[src/rtl/irq_ctrl_if.sv]
// irq_ctrl_if: request/response bundle between the interrupt controller
// and its surroundings (peripheral IRQ lines, enables, pipeline boundary
// handshake, PC trap/return signals).
//   slave  : the controller side (consumes requests, drives cause/ack/status)
//   master : the peripheral/pipeline side (drives requests, observes status)
interface irq_ctrl_if;
    logic [2:0] irq_i;        // raw interrupt lines, src k = bit k
    logic [2:0] irq_en_i;     // per-source enable mask
    logic       gie_i;        // global interrupt enable
    logic       take_ok_i;    // pipeline at a clean instruction boundary
    logic       mret_i;       // qualified mret from decode
    logic [1:0] int_cause_o;  // 0 = none, src k -> k+1, one-cycle pulse
    logic [2:0] irq_ack_o;    // one-hot ack, pulses with int_cause_o
    logic       in_service_o; // high while a handler runs
    logic [1:0] active_src_o; // source in service (valid with in_service_o)
    logic [2:0] pending_o;    // pending vector before masking

    modport slave (
        input  irq_i, irq_en_i, gie_i, take_ok_i, mret_i,
        output int_cause_o, irq_ack_o, in_service_o, active_src_o, pending_o
    );

    modport master (
        output irq_i, irq_en_i, gie_i, take_ok_i, mret_i,
        input  int_cause_o, irq_ack_o, in_service_o, active_src_o, pending_o
    );
endinterface

[src/rtl/irq_ctrl.sv]
// irq_ctrl: three-source interrupt controller sequencing the PC trap and
// return path. Synchronizes the raw lines, tracks pending state (edge or
// level per source), arbitrates (fixed or round-robin) and issues a
// one-cycle cause/ack pulse at a clean instruction boundary. Further
// interrupts are blocked until mret, followed by one RETURN cycle so at
// least one instruction of the interrupted program executes.
// Ports:
//   clk  - clock
//   rst  - asynchronous, active-high reset
//   bus  - irq_ctrl_if.slave (see interface for signal meanings)
module irq_ctrl #(
    parameter logic [2:0] EDGE_MASK   = 3'b000, // 1 = rising-edge latched, 0 = level
    parameter bit         RR          = 1'b0,   // 0 = fixed priority, 1 = round-robin
    parameter int         SYNC_STAGES = 2       // 0..3, 0 = bypass
) (
    input  logic        clk,
    input  logic        rst,
    irq_ctrl_if.slave   bus
);

    typedef enum logic [1:0] {IDLE, SERVICE, RETURN} state_t;

    state_t     state;
    logic [2:0] irq_s;
    logic [2:0] irq_hist;
    logic [2:0] edge_pend;
    logic [2:0] elig;
    logic [1:0] rr_ptr;
    logic [1:0] grant_idx;
    logic [1:0] cand;
    logic       grant_vld;
    logic       take;

    // Input synchronizer
    generate
        if (SYNC_STAGES == 0) begin : g_nosync
            assign irq_s = bus.irq_i;
        end else begin : g_sync
            logic [SYNC_STAGES-1:0][2:0] sync_q;
            always_ff @(posedge clk or posedge rst) begin
                if (rst) begin
                    sync_q <= '0;
                end else begin
                    sync_q[0] <= bus.irq_i;
                    for (int i = 1; i < SYNC_STAGES; i++)
                        sync_q[i] <= sync_q[i-1];
                end
            end
            assign irq_s = sync_q[SYNC_STAGES-1];
        end
    endgenerate

    // Edge pending: the clear uses the registered ack, so it lands at the
    // end of the ack cycle; a rising edge seen at that same edge wins.
    always_ff @(posedge clk or posedge rst) begin
        if (rst) begin
            irq_hist  <= '0;
            edge_pend <= '0;
        end else begin
            irq_hist  <= irq_s;
            edge_pend <= ((edge_pend & ~bus.irq_ack_o) | (irq_s & ~irq_hist)) & EDGE_MASK;
        end
    end

    // Level sources follow the synchronized line directly.
    assign bus.pending_o = edge_pend | (irq_s & ~EDGE_MASK);
    assign elig          = bus.pending_o & bus.irq_en_i;

    // Arbitration. Loops run from lowest to highest priority so the last
    // hit (highest priority) overwrites earlier ones.
    always_comb begin
        grant_vld = 1'b0;
        grant_idx = '0;
        cand      = '0;
        if (!RR) begin
            for (int k = 2; k >= 0; k--) begin
                if (elig[k]) begin
                    grant_vld = 1'b1;
                    grant_idx = 2'(k);
                end
            end
        end else begin
            for (int off = 3; off >= 1; off--) begin
                cand = 2'((int'(rr_ptr) + off) % 3);
                if (elig[cand]) begin
                    grant_vld = 1'b1;
                    grant_idx = cand;
                end
            end
        end
    end

    assign take = (state == IDLE) && bus.gie_i && bus.take_ok_i && grant_vld;

    // Control FSM with registered outputs. The first SERVICE cycle is the
    // one carrying a nonzero cause; mret is ignored there.
    always_ff @(posedge clk or posedge rst) begin
        if (rst) begin
            state            <= IDLE;
            bus.int_cause_o  <= '0;
            bus.irq_ack_o    <= '0;
            bus.in_service_o <= 1'b0;
            bus.active_src_o <= '0;
            rr_ptr           <= 2'd2;
        end else begin
            bus.int_cause_o <= '0;
            bus.irq_ack_o   <= '0;
            case (state)
                IDLE: begin
                    if (take) begin
                        state            <= SERVICE;
                        bus.int_cause_o  <= grant_idx + 2'd1;
                        bus.irq_ack_o    <= 3'b001 << grant_idx;
                        bus.in_service_o <= 1'b1;
                        bus.active_src_o <= grant_idx;
                        rr_ptr           <= grant_idx;
                    end
                end
                SERVICE: begin
                    if (bus.int_cause_o == '0 && bus.mret_i) begin
                        state            <= RETURN;
                        bus.in_service_o <= 1'b0;
                    end
                end
                RETURN:  state <= IDLE;
                default: state <= IDLE;
            endcase
        end
    end

endmodule

[src/flat_wrapper.sv]
// flat-port wrapper written by rule: the top's interface ports become plain ports
module irq_ctrl_flat 
#(
    parameter logic [2:0] EDGE_MASK   = 3'b000,                                      
    parameter bit         RR          = 1'b0,                                         
    parameter int         SYNC_STAGES = 2                          
)
  (clk, rst, bus_irq_i, bus_irq_en_i, bus_gie_i, bus_take_ok_i, bus_mret_i, bus_int_cause_o, bus_irq_ack_o, bus_in_service_o, bus_active_src_o, bus_pending_o);
  irq_ctrl_if bus_i ();
  input  logic clk;
  input  logic rst;
  input wire logic [$bits(bus_i.irq_i)-1:0] bus_irq_i;
  input wire logic [$bits(bus_i.irq_en_i)-1:0] bus_irq_en_i;
  input wire logic [$bits(bus_i.gie_i)-1:0] bus_gie_i;
  input wire logic [$bits(bus_i.take_ok_i)-1:0] bus_take_ok_i;
  input wire logic [$bits(bus_i.mret_i)-1:0] bus_mret_i;
  output wire logic [$bits(bus_i.int_cause_o)-1:0] bus_int_cause_o;
  output wire logic [$bits(bus_i.irq_ack_o)-1:0] bus_irq_ack_o;
  output wire logic [$bits(bus_i.in_service_o)-1:0] bus_in_service_o;
  output wire logic [$bits(bus_i.active_src_o)-1:0] bus_active_src_o;
  output wire logic [$bits(bus_i.pending_o)-1:0] bus_pending_o;
  assign bus_i.irq_i = bus_irq_i;
  assign bus_i.irq_en_i = bus_irq_en_i;
  assign bus_i.gie_i = bus_gie_i;
  assign bus_i.take_ok_i = bus_take_ok_i;
  assign bus_i.mret_i = bus_mret_i;
  assign bus_int_cause_o = bus_i.int_cause_o;
  assign bus_irq_ack_o = bus_i.irq_ack_o;
  assign bus_in_service_o = bus_i.in_service_o;
  assign bus_active_src_o = bus_i.active_src_o;
  assign bus_pending_o = bus_i.pending_o;
  irq_ctrl #(.EDGE_MASK(EDGE_MASK), .RR(RR), .SYNC_STAGES(SYNC_STAGES)) u_core (.clk(clk), .rst(rst), .bus(bus_i));
endmodule
[config.mk]
export PLATFORM = sky130hd
export DESIGN_NAME = irq_ctrl_flat
export DESIGN_NICKNAME = d
export VERILOG_FILES = /design/src/rtl/irq_ctrl_if.sv /design/src/rtl/irq_ctrl.sv /design/src/flat_wrapper.sv
export SDC_FILE = /design/constraint.sdc
export NUM_CORES = 1
export LEC_CHECK = 0
export CORE_UTILIZATION = 30
export DETAILED_ROUTE_END_ITERATION = 8
export HOLD_SLACK_MARGIN = 0.15
export PLACE_DENSITY = 0.63
export REMOVE_ABC_BUFFERS = 1
export SETUP_SLACK_MARGIN = 0.05
export SLEW_MARGIN = 30
export SYNTH_ARGS = -nofsm -noshare
export SYNTH_HDL_FRONTEND = slang
export SYNTH_SLANG_ARGS = --single-unit
export TNS_END_PERCENT = 30
[constraint.sdc]
create_clock -name clk -period 1.2 [get_ports clk]
set_input_delay 0.18 -clock clk [delete_from_list [all_inputs] [get_ports clk]]
set_output_delay 0.18 -clock clk [all_outputs]
set_load 0.02 [all_outputs]
## Word-level counts from Yosys, hierarchy flattened

Index checks and enable logic that the tools add are counted.
Widths: inputs -> output; s select.

- Word-level logic and storage cells: 39
- Output and inout bits: 11
- Bits in read-only memories: 0
- Memories: 0
- Bits in latches: 0
- Flip-flop bits (word level): 16
- Memory bits (writable): 0
- Bits of input ports: 11

- Reductions and logical operators: 10
- Div/mod/pow operators: 0
- Shift-type cells: 1
- Bitwise operators: 1
- Multiply operators: 0
- Multiplexer cells: 16
- Equality and inequality tests: 3
- Magnitude comparators: 0
- Add/sub/neg operators: 1

Operator list:

| cell | count |
|---|---|
| $mux 2 | 7 |
| $mux 3 | 2 |
| $mux 1 | 5 |
| $logic_and 1x1->1 | 4 |
| $logic_not 2->1 | 2 |
| $ne 2x1->1 const B | 2 |
| $pmux 2 s2 | 1 |
| $reduce_and 2->1 | 2 |
| $and 3x3->3 | 1 |
| $reduce_and 3->1 | 1 |
| $shl 1x2->3 const A | 1 |
| $add 2x1->2 const B | 1 |
| $eq 2x1->1 const B | 1 |
| $pmux 1 s2 | 1 |
| $reduce_bool 2->1 | 1 |

## Logic depth before layout (Yosys ltp)

Gate-level depths: netlist of run 1.

- Depth after elaboration: 7
- Gate-level depth with buffers: 6
- Depth with buffers taken out: 6

## Worst setup path after synthesis of run 1

No wires, ideal clock.

- Kind: flip-flop to flip-flop
- Start: register u_core.g_sync.sync_q, in the netlist u_core.irq_s[0]
- End: register u_core.bus.int_cause_o[1]
- Library setup time: 0.119 ns
- Path buffers: 0
- Stages on the path, launching flop included: 6
- Data arrival time: 1.057 ns
- Data required time: 1.081 ns
- Path slack: 0.024 ns
- Clock period less this slack: 1.176 ns
- Cell sequence: dfrtp_1 nand2_1 and2_1 nand3_1 ha_1 and2_1

- Cells in the longest elaborated chain, start to end: 5
- Elaborated cells on any way between the ends: 7
- Classes of those cells: add/sub: 1; mux: 4; bitwise: 1; reduce/logical: 1

Ends and longest elaborated chain:

| what | line | text |
|---|---|---|
| start, declared | irq_ctrl.sv:39 | `logic [SYNC_STAGES-1:0][2:0] sync_q;` |
| start signal, assigned by index | irq_ctrl.sv:46 | `sync_q[i] <= sync_q[i-1];` |
| $and 3x3->3 (*) | irq_ctrl.sv:67 | `assign elig = bus.pending_o & bus.irq_en_i;` |
| $mux 2 or $mux 1 (tied branches) | irq_ctrl.sv:77 | `if (elig[k]) begin` |
| $add 2x1->2 or $logic_and 1x1->1 (tied branches) | irq_ctrl.sv:112, irq_ctrl.sv:93 |  |
| $mux 2 (*) | irq_ctrl.sv:110 | `if (take) begin` |
| $mux 2 (*) | irq_ctrl.sv:108 | `case (state)` |
| end signal, assigned | irq_ctrl.sv:112 | `bus.int_cause_o <= grant_idx + 2'd1;` |
| end, declared | irq_ctrl_if.sv:20 | `output int_cause_o, irq_ack_o, in_service_o, active_src_o, pending_o` |

Every way passes the cells marked *; elsewhere a longest branch is shown, timed or not.
A chain may end at the register's enable or synchronous reset.

## Final worst setup path of run 1

- Start: register u_core.g_sync.sync_q, in the netlist u_core.irq_s[1]
- End: register u_core.bus.int_cause_o[1]

- Cells in the longest elaborated chain, start to end: 6
- Elaborated cells on any way between the ends: 9
- Classes of those cells: add/sub: 1; mux: 6; bitwise: 1; reduce/logical: 1

Ends and longest elaborated chain:

| what | line |
|---|---|
| $and 3x3->3 (*) | irq_ctrl.sv:67 |
| $mux 2 or $mux 1 (tied branches) (2 in series) | irq_ctrl.sv:77 |
| $add 2x1->2 or $logic_and 1x1->1 (tied branches) | irq_ctrl.sv:112, irq_ctrl.sv:93 |
| $mux 2 (*) | irq_ctrl.sv:110 |
| $mux 2 (*) | irq_ctrl.sv:108 |

Marked as above.

==> results of run 1 <==
## layer usage
| metal | wire length [um] | up-vias |
|---|---|---|
| met2 | 583 | 23 |
| met5 | 0 | - |
| met1 | 466 | 218 |
| met4 | 10 | 0 |
| met3 | 99 | 3 |
| li1 | - | 216 |
## per-stage QoR
step / TNS [ns] / setup WS, ns
floorplan: -0.1531 / -0.09485
global placement: -1.780 / -0.2741
detailed placement: -1.878 / -0.3257
CTS: -0.1590 / -0.05862
global route: -0.3439 / -0.08221
finish: -0.05617 / -0.02410
## state kept, by name, indices dropped and copies added (netlist names)
name	flops
u_core.bus.irq_ack_o	3
u_core.g_sync.sync_q	3
u_core.irq_s	3
u_core.bus.active_src_o	2
u_core.bus.int_cause_o	2
u_core.state	2
u_core.bus.in_service_o	1
## how the worst max path moves through the flow
stage               slack, ns                      start                                  end
floorplan               -0.09  u_core.irq_s[0]$_DFF_PP0_  u_core.bus.int_cause_o[1]$_DFF_PP0_
finish                  -0.02  u_core.irq_s[1]$_DFF_PP0_  u_core.bus.int_cause_o[1]$_DFF_PP0_
global placement        -0.27            bus_irq_en_i[1]  u_core.bus.int_cause_o[1]$_DFF_PP0_
CTS                     -0.06  u_core.irq_s[2]$_DFF_PP0_          u_core.state[0]$_DFFE_PP0P_
global route            -0.08  u_core.irq_s[0]$_DFF_PP0_  u_core.bus.int_cause_o[1]$_DFF_PP0_
detailed placement      -0.33            bus_irq_en_i[1]  u_core.bus.int_cause_o[1]$_DFF_PP0_
## cell families (layout without fill, tap and decap cells)
| family | after synthesis | count (layout) | synth area share |
|---|---|---|---|
| AND/OR/NAND/NOR | 17 | 17 | 0.1794 |
| buffers and inverters | 6 | 37 | 0.05567 |
| AO/OA/AOI/OAI | 6 | 6 | 0.06392 |
| flip-flops | 16 | 16 | 0.6598 |
| adder cells (fa/ha/maj) | 2 | 2 | 0.04123 |
## final cells by class
class / count / share of cell area
clock buffer: 4 / 0.03856
inverter: 3 / 0.01197
multi-input combinational: 25 / 0.2274
sequential: 16 / 0.4255
tap: 25 / 0.03324
timing repair buffer: 30 / 0.2633
## cells in the mapped netlist (all sizes together) (2+ instances only)
library cell,count,area share
nand2b,2,0.021
nand2,3,0.019
a21oi,2,0.016
and2,5,0.052
ha,2,0.041
buf,3,0.037
dfrtp,16,0.66
inv,3,0.019
nand3,2,0.016
## power by group
group | internal (uW) | switching, uW | total [uW]
Sequential | 594 | 29.7 | 624
Combinational | 144 | 139 | 282
Clock | 185 | 158 | 343
Total | 923 | 326 | 1250
## tightest hold or removal path: stages
cell             delay, ns
clkdlybuf4s50_1       0.39
inv_1                 0.05
buf_4                 0.22
## timing repair
action | CTS | global route
setup endpoints to repair | 18 | 16
buffers inserted | 1 | 4
gates resized for setup | 27 | 21
pin swaps | 7 | 6
## layout by cell type (no fill, tap or decap)
cell	n
clkbuf_8	1
nand3_1	1
nor2b_4	1
clkbuf_4	3
clkdlybuf4s15_2	2
buf_6	2
a21oi_1	2
clkbuf_2	7
and3b_1	1
nand2b_1	1
a31oi_1	1
buf_4	9
ha_4	1
a222oi_1	1
and4_1	1
o21ai_1	1
ha_1	1
nand2_1	3
nand2b_4	1
nor3b_1	1
nand3_2	1
inv_1	3
clkdlybuf4s50_1	10
a21o_1	1
and2_4	2
and2_1	3
and4bb_4	1
dfrtp_1	16
==> flow_results.org, run 1 <==
** Worst setup path
- STA classifies the critical path startpoint as a flop.
- The worst register-to-register path begins at u_core.irq_s[1]$_DFF_PP0_.
- End of the worst register-to-register path :: u_core.bus.int_cause_o[1]$_DFF_PP0_
- Cell repeated most along the worst path :: and2_4
- R2r setup slk :: -0.02 ns
- Data arrives at the worst endpoint at 1.41 ns.
- Slowest stage delay, CP :: ~0.42 ns
- By startpoint and endpoint, the worst setup path is classified as reg -> reg.
- Maximum fanout count along the critical path :: 4
- For the worst setup path, the data required time is 1.38 ns.
- Critical Path, Cell by Cell :: nand2_1 > and2_4 > nand3_2 > ha_4 > and2_4
- The number of cells on the worst reg-to-reg path is 5.
- STA classifies the critical path endpoint as a flop.
- Counting buffers and inverters, the worst setup path is 5 cells deep.
- Cell family with most CP delay :: simple AND/OR/NAND/NOR gates
- Critical-path top delay cell :: dfrtp_1
- Buffers and inverters on the worst path :: 0

** Finish
- From synthesis to final layout, the design area changed by 55.05%.
- 0 antenna diodes ended up in the layout.
- In the final layout, the share of cells above drive strength 1 is 0.3974.
- After routing the design area is 940.9 um2.
- The net count of the finished layout is 92.
- Number of non-filler instances in the completed layout :: 103
- Once layout is complete, the utilization of the core stands at 0.5222.
- Multi-input logic area :: between 200 and 250 um2
- Fillcell total :: 173
- Summing all flip-flop and latch instances after layout gives around 400 um2.

** CTS
- The tree built by TritonCTS fans out to 16 sinks.
- Number of H-tree branching levels :: 1
- Post-CTS clock slew at the launch and capture registers of the worst setup and hold paths :: 0.08 ns
- Clock latency on the worst-skew pair :: 0.28 ns
- TritonCTS clock tree :: built
- No sink is reached through more buffers than the 2 on the longest clock path.
- Buffers inserted to repair hold after CTS numbered 0.
- The root buffer cell chosen for the clock tree is clkbuf_4.
- In this run, CTS created clock tree buffers numbering 3.

** Detailed routing
- Number of vias in the routed layout :: 460
- In the routed layout, each cell is associated on average with a via count of 4.466.
- In the routed design, unresolved DRC markers number 0.
- Initial DRC Count :: 5
- Post-detailed-routing wire length :: 1159 um
- Count of antenna-violating nets left after detailed routing :: 0
- Average routed wire per standard cell :: 11.25 um
- For this run, the detailed router's first-pass iteration total came to 4.

** Status
- Status :: finished, violations left
- The checks that failed: setup timing.

** Logic synthesis
- Yosys warnings :: 0
- Post-synthesis instance total :: 47
- Post-synth EDFFs :: 0
- Average instance area after synthesis :: ~13 um2
- Async set or reset register ratio after synthesis :: 1.000
- After synthesis the cells add up to between 600 and 700 um2.
- Count of cell types in the netlist :: 18
- Main synth FF type :: dfrtp_1
- Part of the Yosys area used for sequential elements :: 0.6598
- In this run, synthesis produced a sequential element count of 16.

** Power and ir drop
- IR analysis of the VDD net gives a maximum drop of 0.8432 mV.
- The analysis attributes to cell leakage a power of 0.0004696 uW.
- Overall power :: 1249 uW
- In this run the power density over the cells is 1328 nW/um2.

** Timing
- At the pin with the least slew margin, the transition time is 0.2864 ns.
- Final hold slack :: roughly 0.19 ns
- Max Clk Rate :: 816.9 MHz
- In this run the tightest slew margin relative to its limit is 0.8091.
- Setup violations remaining at the end of the flow were counted as 3.
- The clock arrives with 0.0007050 ns of skew.
- Crit path setup slack, layout :: -0.02410 ns
- Min Tclk post-route :: 1.224 ns
- Setup repair after global routing could not meet its margin everywhere.
- Final slew viol count :: 0
- Ratio of final minimum period to clock period :: 1.020
- The number of failing hold endpoints at the final stage is 0.

** GRT
- The first global-routing pass estimated 1738 um of wire.
- Final global-route overflow total :: 0
- Number of global-route vias before repair :: roughly 430
- For this run, global-route usage on met2 was measured as 0.2028.
- Total Routing Usage GR :: 0.1163
- After global routing, the most crowded layer is met2.
- For met1 alone, demand over resource in global routing was 0.1238.
- Pin count of the biggest net entering global routing :: 17
- Initial antenna violation count :: 0
- For met3 alone, demand over resource in global routing was 0.04615.

** Floorplan
- CORE AREA :: 1802 um2
- The floorplan has 15 rows.
- Height of the die :: 46.98 um
- Die outline area :: 2207 um2
- From left edge to right edge, the die measures 46.98 um.
- Pin placement for this block handled 22 I/O pins.
- Initial cell density of the core :: 0.3368

** Placement
- Input and output buffers added on the ports amount to 21.
- Once placement completed, the tool counted placed cells totaling 94.
- Once placement finished, the instance area stood at about 860 um2.
- Detailed placement finished with a half-perimeter wire length of roughly 830 um.
- Routability-driven placement finished with a final weighted congestion of just over 0.7.

** Flow run
- MaxCap Viol Count :: 0

** Hold path
- Worst min path class :: in -> async
No activity file was read; power rests on OpenSTA's default activity.
==> inputs of run 2 (changes only) <==
--- a/config.mk
+++ b/config.mk
@@ -7,7 +7,7 @@
 export LEC_CHECK = 0
 export CORE_UTILIZATION = 30
 export DETAILED_ROUTE_END_ITERATION = 8
-export HOLD_SLACK_MARGIN = 0.15
+export HOLD_SLACK_MARGIN = 0.06
 export PLACE_DENSITY = 0.63
 export REMOVE_ABC_BUFFERS = 1
 export SETUP_SLACK_MARGIN = 0.05
==> results of run 2 <==
Same layout as run 1: the final DEF is identical, and so are final timing and power.
==> inputs of run 3 (changes only) <==
--- a/config.mk
+++ b/config.mk
@@ -5,6 +5,7 @@
 export SDC_FILE = /design/constraint.sdc
 export NUM_CORES = 1
 export LEC_CHECK = 0
+export ABC_CLOCK_PERIOD_IN_PS = 1200
 export CORE_UTILIZATION = 30
 export DETAILED_ROUTE_END_ITERATION = 8
 export HOLD_SLACK_MARGIN = 0.06
==> results of run 3 <==
Same layout as run 1: the final DEF is identical, and so are final timing and power.
